### src/rtl/mc_shared_mem_port.sv
// Shared data memory for the multicycle RISC-V core with a handshaked
// user/debug port. A single-port synchronous RAM is arbitrated every cycle:
// the core normally wins, and a starvation counter forces a user slot by
// stalling the core for one cycle.
module mc_shared_mem_port #(
    parameter int    XLEN       = 16,
    parameter int    AW         = 6,
    parameter int    STARVE_MAX = 4,
    parameter string INIT_FILE  = ""
) (
    input  logic            clk,
    input  logic            rst,
    input  logic            core_req,
    input  logic            core_we,
    input  logic [XLEN-1:0] core_addr,
    input  logic [XLEN-1:0] core_wdata,
    output logic [XLEN-1:0] core_rdata,
    output logic            core_stall,
    input  logic            user_req,
    input  logic            user_we,
    input  logic [AW-1:0]   user_addr,
    input  logic [XLEN-1:0] user_wdata,
    output logic            user_busy,
    output logic            user_ack,
    output logic [XLEN-1:0] user_rdata
);

    localparam int DEPTH = 2 ** AW;
    localparam int SW    = (STARVE_MAX < 1) ? 1 : $clog2(STARVE_MAX + 1);
    localparam logic [SW-1:0] STARVE_LIM = SW'(STARVE_MAX);

    typedef enum logic [1:0] {
        IDLE = 2'd0,
        PEND = 2'd1,
        ACK  = 2'd2
    } state_t;

    state_t          state;
    state_t          state_nxt;
    logic [SW-1:0]   starve_cnt;
    logic [SW-1:0]   starve_cnt_nxt;

    logic            pend_we;
    logic [AW-1:0]   pend_addr;
    logic [XLEN-1:0] pend_wdata;

    logic            grant_user;
    logic            core_grant;

    logic            mem_we;
    logic [AW-1:0]   mem_addr;
    logic [XLEN-1:0] mem_wdata;

    logic [XLEN-1:0] mem [DEPTH];

    // User-side FSM state and starvation counter registers.
    always_ff @(posedge clk) begin
        if (rst) begin
            state      <= IDLE;
            starve_cnt <= '0;
        end else begin
            state      <= state_nxt;
            starve_cnt <= starve_cnt_nxt;
        end
    end

    // Next state, user grant and starvation counting; the counter is zero
    // everywhere except while a pending request keeps losing to the core.
    always_comb begin
        state_nxt      = state;
        starve_cnt_nxt = '0;
        grant_user     = 1'b0;
        case (state)
            IDLE: begin
                if (user_req) state_nxt = PEND;
            end
            PEND: begin
                grant_user = !core_req || (starve_cnt >= STARVE_LIM);
                if (grant_user) begin
                    state_nxt = ACK;
                end else begin
                    starve_cnt_nxt = (starve_cnt >= STARVE_LIM) ? starve_cnt
                                                                : starve_cnt + 1'b1;
                end
            end
            ACK: begin
                state_nxt = IDLE;
            end
            default: begin
                state_nxt = IDLE;
            end
        endcase
    end

    // Arbitration: exactly one RAM access per cycle, user slot first when granted.
    always_comb begin
        core_stall = core_req && grant_user;
        core_grant = core_req && !grant_user;
        if (grant_user) begin
            mem_we    = pend_we;
            mem_addr  = pend_addr;
            mem_wdata = pend_wdata;
        end else begin
            mem_we    = core_grant && core_we;
            mem_addr  = core_addr[AW-1:0];
            mem_wdata = core_wdata;
        end
    end

    // Capture the user request when it is accepted in IDLE.
    always_ff @(posedge clk) begin
        if (state == IDLE && user_req) begin
            pend_we    <= user_we;
            pend_addr  <= user_addr;
            pend_wdata <= user_wdata;
        end
    end

    // RAM write port; writes are blocked while reset is asserted.
    always_ff @(posedge clk) begin
        if (!rst && mem_we) mem[mem_addr] <= mem_wdata;
    end

    // Core read data register; holds unless a granted core read occurs.
    always_ff @(posedge clk) begin
        if (rst) begin
            core_rdata <= '0;
        end else if (core_grant && !core_we) begin
            core_rdata <= mem[mem_addr];
        end
    end

    // User read data register; loaded in the grant cycle so it is valid with the ack.
    always_ff @(posedge clk) begin
        if (rst) begin
            user_rdata <= '0;
        end else if (grant_user && !pend_we) begin
            user_rdata <= mem[mem_addr];
        end
    end

    assign user_busy = (state != IDLE);
    assign user_ack  = (state == ACK);

endmodule

### config.mk
export PLATFORM = sky130hd
export DESIGN_NAME = mc_shared_mem_port
export DESIGN_NICKNAME = d
export VERILOG_FILES = /design/src/rtl/mc_shared_mem_port.sv
export SDC_FILE = /design/constraint.sdc
export NUM_CORES = 1
export LEC_CHECK = 0
export BUFFER_PORTS_ARGS = -buffer_cell sky130_fd_sc_hd__buf_2
export CORE_MARGIN = 2
export CORE_UTILIZATION = 30
export DETAILED_ROUTE_END_ITERATION = 6
export SLEW_MARGIN = 20
export SYNTH_ARGS = -nofsm -noshare
export SYNTH_HDL_FRONTEND = slang
export SYNTH_SLANG_ARGS = --single-unit
### constraint.sdc
create_clock -name clk -period 4.6 [get_ports clk]
set_input_delay 0.92 -clock clk [delete_from_list [all_inputs] [get_ports clk]]
set_output_delay 0.92 -clock clk [all_outputs]
set_load 0.02 [all_outputs]
* Yosys cells after proc, flatten, opt, wreduce, memory -nomap -nowiden
Memories as Yosys holds them, arrays and structs flattened.
Cells that the tools add are included.
** Storage, ports and cells
- RAM bits :: 1024
- Word-level logic and storage cells :: 41
- Input port bits :: 60
- Register bits after elaboration :: 60
- Memories kept :: 1
- Output and inout port bits :: 35
** Cells by class
- Reduce and logical (&&, ||, !) cells :: 17
- Magnitude comparators :: 1
- Eq/ne operators :: 4
- Bitwise gates (word level) :: 1
- $add $sub $neg :: 1
- Multiplexer cells :: 9
** Memory list
- mem :: depth 64, bits a word 16, read ports 1, clocked after Yosys merged registers in 0, write ports 1, RTL line 54 : logic [XLEN-1:0] mem [DEPTH];
** Operators by type and width (count)
- two-way mux 16 bit :: 1
- logical AND 1 bit :: 7
- two-way mux 6 bit :: 1
- zero test 1 bit :: 5
- two-way mux 1 bit :: 4
- two-way mux 2 bit :: 2
- inequality test 2 bit (second input constant) :: 2
- one-hot mux 2 bit (2 select lines) :: 1
- adder 3 x 1 -> 3 bit (second input constant) :: 1
- greater-or-equal comparator 3 bit (second input constant) :: 1
- OR reduction 3 bit :: 1
- == test 2 x 1 -> 1 bit (second input constant) :: 1
- == test 2 bit (second input constant) :: 1
- zero test 2 bit :: 1
- AND reduction 2 bit :: 1
- nonzero test 2 bit :: 1
- logical OR 1 bit :: 1
- NOT 1 bit :: 1

* Depth between registers and ports, before layout
- Word-level depth :: 10
- Gate-level depth with buffers :: 13

* Worst setup path after synthesis
No wires, ideal clock.
- Path kind :: input to register
- Start point :: in core_req
- End point :: mem mem[23][0], enable pin
- Cell stages on the path :: 12
- Path slack :: 609 ps
- Buffers on the path :: 6
- Required time :: 4212 ps
- Arrival :: 3603 ps
- Library setup time :: 388 ps
- Cells stage by stage :: and2b_1 -> buf_4 -> buf_6 -> buf_4 -> nor2_2 -> buf_2 -> buf_2 -> nand2_1 -> a21oi_1 -> clkbuf_1 -> nand2_1 -> nor2_1
** Between the ends
- Longest elaborated chain between the ends :: 10
** RTL lines
- start, declared :: RTL line 13 : input logic core_req,
- zero test 1 bit :: RTL line 78 : grant_user = !core_req || (starve_cnt >= STARVE_LIM);
- logical OR 1 bit :: RTL line 78
- two-way mux 1 bit :: RTL line 73 : case (state)
- zero test 1 bit :: RTL line 98 : core_grant = core_req && !grant_user;
- logical AND 1 bit :: RTL line 98
- logical AND 1 bit :: RTL line 104 : mem_we = core_grant && core_we;
- two-way mux 1 bit :: RTL line 99 : if (grant_user) begin
- logical AND 1 bit :: RTL line 121 : if (!rst && mem_we) mem[mem_addr] <= mem_wdata;
- two-way mux 1 bit :: RTL line 121
- two-way mux 1 bit (implied by the code) :: RTL line 121
- end, declared :: RTL line 54
Several ways; a longest one is shown, not always the timed one.

* Worst setup path in the final report
- Start point :: reg state[1]
- End point :: reg core_rdata[11], read port of mem
** Between the ends
- Longest elaborated chain between the ends :: 5
** RTL lines
- start, declared :: RTL line 38 : state_t state;
- start signal, assigned :: RTL line 62 : state <= state_nxt;
- == test 2 x 1 -> 1 bit * :: RTL line 73
- two-way mux 1 bit * :: RTL line 73
- branches (longest 3 deep; another with memory read (64 x 16 bit))
- end, declared :: RTL line 17 : output logic [XLEN-1:0] core_rdata,
Mark *: on every way between the ends.
A chain may end at the register's enable or synchronous reset.

==> run metrics <==
r2r setup slk 440 ps; CP peak stage delay 930 ps; Tcrit/Tclk final 90.5%; DRC violations left 0; Fmax achieved 0.240 GHz; Tmin final 4160 ps; first-iteration detailed-routing DRC count 3240; area grow syn2layout 17.9%; Clock Skews 34.4 ps; antenna-violating nets left 0; worst path arrival time 4700 ps; Nets 3005; hold path startpoint user_wdata[0]; predominant post-synthesis flop cell edfxtp_1; sequential area share after synthesis 76.1%; EDFF count, synth 1047; clock root buffer clkbuf_16; dominant cell type by area after synthesis edfxtp_1; FF-to-FF path depth 10; power per cell area 427 nW/um^2; slowest CP cell nor3_2; # hold bufs at CTS 0; Area after DPL 46500 sq um; ranking of synthesized cells by area edfxtp_1, a22oi_1, o21ai_0; num ports 95; WP buf/inv 2; DR pass1 iterations 6; WL final 134000 um; overall power 21.3 mW; Final setup violation count 0; worst hold slack 418 ps; number of max-cap violations 0; die extent in x 380 um; crit path kind reg -> reg; WHS Endpoint pend_wdata[0]; core box area 140000 sq um; slew margin rel. 23.5%; setup bufs post-CTS 0; latest clock arrival within the worst-skew pair 700 ps; Worst Hold Class in -> reg; layout cells sized above 1 19.0%; status complete, no violations; final RePlAce weighted congestion 0.894; CTS tree built; nature of the critical path endpoint flip-flop; RSZ-0062 raised after global routing no; GRT Util Overall 18.0%; Sink Count 1084; Avg Vias per Cell 5.55; Starting Density 30.3%; r2r endpoint core_rdata[11]; antenna violations before repair 10; die area 144000 sq um; chip height 380 um; async set-reset flop share out of synthesis 0%; P_leak 15.9 nW; post-synthesis instance total 2695; CP Max Fanout 15; Most common cell on crit path buf_4; hpwl dp 87500 um; CP Data Required Time 5130 ps; Final Slew Violations 0; Finished Layout Cells 4909; grt ovf 0; Peak VDD IR 0.314 mV; drt wl/cell 27.3 um; cell family with most CP delay simple AND/OR/NAND/NOR gates; clock-pin slew on the worst setup and hold paths 60 ps; post-synthesis cell type count 75; Mean Syn Cell Area 15.7 sq um; CP Cell Sequence nand2b_2, nor3_2, nor2_4, mux2_2, a2111oi_0, o22ai_1, buf_4, nor4_2, buf_4, a211oi_1; r2r startpoint state[1]; H-tree depth 3; CTS max path bufs 3; # rows 137; Mapped Area 42300 sq um; cell count after placement 4710; final instance area 49900 sq um; Via Count 27200; PortBufs 84; largest net degree at the start of global routing 65; final count of hold timing violations 0; Ys Warns 0; first-pass GRT wire length 190000 um; vias in the first global route 26000; CTS buffer count 107; CP startpoint kind flip-flop; syn nets 2757; Fillers 13200; post-synth top area share 74.3%; Yosys reg bits 1084; hold-critical path depth 1; Gates resized, CTS repair 0; worst slew pin tran 1130 ps
## how the worst max path moves through the flow
stage               cells past startpoint     start        endpoint  slack, ps
finish                                 10  state[1]  core_rdata[11]        440
global route                           10  state[1]  user_rdata[11]        380
CTS                                    10  state[1]   core_rdata[6]        460
detailed placement                     12  core_req   user_rdata[6]        -90
global placement                       12  core_req   core_rdata[6]        -90
floorplan                              12  core_req      mem[23][0]        610
## state kept, by name, indices dropped and copies added, names as in the netlist
name,flops
starve_cnt,3
core_rdata,16
state,2
mem,1024
user_rdata,16
pend_we,1
pend_wdata,16
pend_addr,6
## metrics by stage
step	utilization [%]	TNS, ps	setup slack, ps
2_1_floorplan	-	0	609
3_3_place_gp	33.3	-129	-89.2
3_5_place_dp	33.3	-227	-89.6
4_1_cts	35.7	0	458
5_1_grt	35.7	0	382
6_report	35.7	0	438
## cells by family (layout without fill, tap and decap cells)
family          count (synthesis)  count (layout)  share of synthesized area (%)
flops                        1084            1084                           76.1
compound gates                878             878                           14.4
simple gates                  456             456                           5.44
buf+inv                       206             543                           2.27
mux                            69              69                           1.71
fa+ha+maj                       2               2                         0.0591
other cells                     0               1                              0
## report_power, final
| group | internal (mW) | switching (mW) | total [mW] |
|---|---|---|---|
| clock network | 4.88 | 3.70 | 8.59 |
| logic | 0.492 | 1.21 | 1.70 |
| registers | 11.0 | 0.0369 | 11.0 |
| total | 16.3 | 4.95 | 21.3 |
## routing by layer
layer	global-route usage [%]	wire length, um
met5	0	27
met4	6.55	4760
met3	4.03	14500
met2	28.1	61500
met1	24.5	53300
## cell type report
type	count	area (sq um)	area share, %
Sequential cell	1084	32200	64.5
Multi-Input combinational cell	1405	9270	18.6
Clock buffer	136	2820	5.65
Timing Repair Buffer	338	2670	5.34
Tap cell	1876	2350	4.71
Clock inverter	62	573	1.15
Inverter	7	26.3	0.0527
Antenna cell	1	2.50	0.00502
## cells in the final DEF (no fill, tap or decap), types with 28 or more instances in the layout
master	n
buf_4	227
nand2_1	98
nor3_1	35
a31oi_1	33
edfxtp_1	1047
a21oi_1	107
nand3_1	73
clkinv_1	28
a221o_1	28
o22ai_1	35
a221oi_1	95
a22o_1	44
mux2i_1	42
nor2_1	100
dfxtp_1	37
clkbuf_16	108
buf_2	84
o21ai_0	218
a22oi_1	146
## synth_stat cells (all sizes together) (5+ instances only)
cell type     n
nor3         37
a22o         44
buf         105
and4          9
o22ai        35
o221ai       12
a31oi        33
nand3        73
a21oi       109
o211a         5
or2          22
mux2i        42
clkbuf       94
edfxtp     1047
a21o         15
nor2        113
nor4         19
o21ai       227
inv           7
and3         14
a221o        28
a221oi       95
dfxtp        37
nand2b        9
mux2         27
o31ai         8
nand4        14
o2111ai       5
a211oi       25
a41oi        10
nor2b        10
a2111oi      22
a22oi       146
o21a         10
o41ai         8
a311oi       13
nand2       116
or3           6
nor4b         6
## worst reg2reg max path, stage by stage, from the launching register on
cell       delay (ps)
dfxtp_1           370
nand2b_2          410
nor3_2            940
nor2_4            210
mux2_2            350
a2111oi_0         720
o22ai_1           210
buf_4             220
nor4_2            300
buf_4             210
a211oi_1           80
Power figures use the tool's default switching activity.
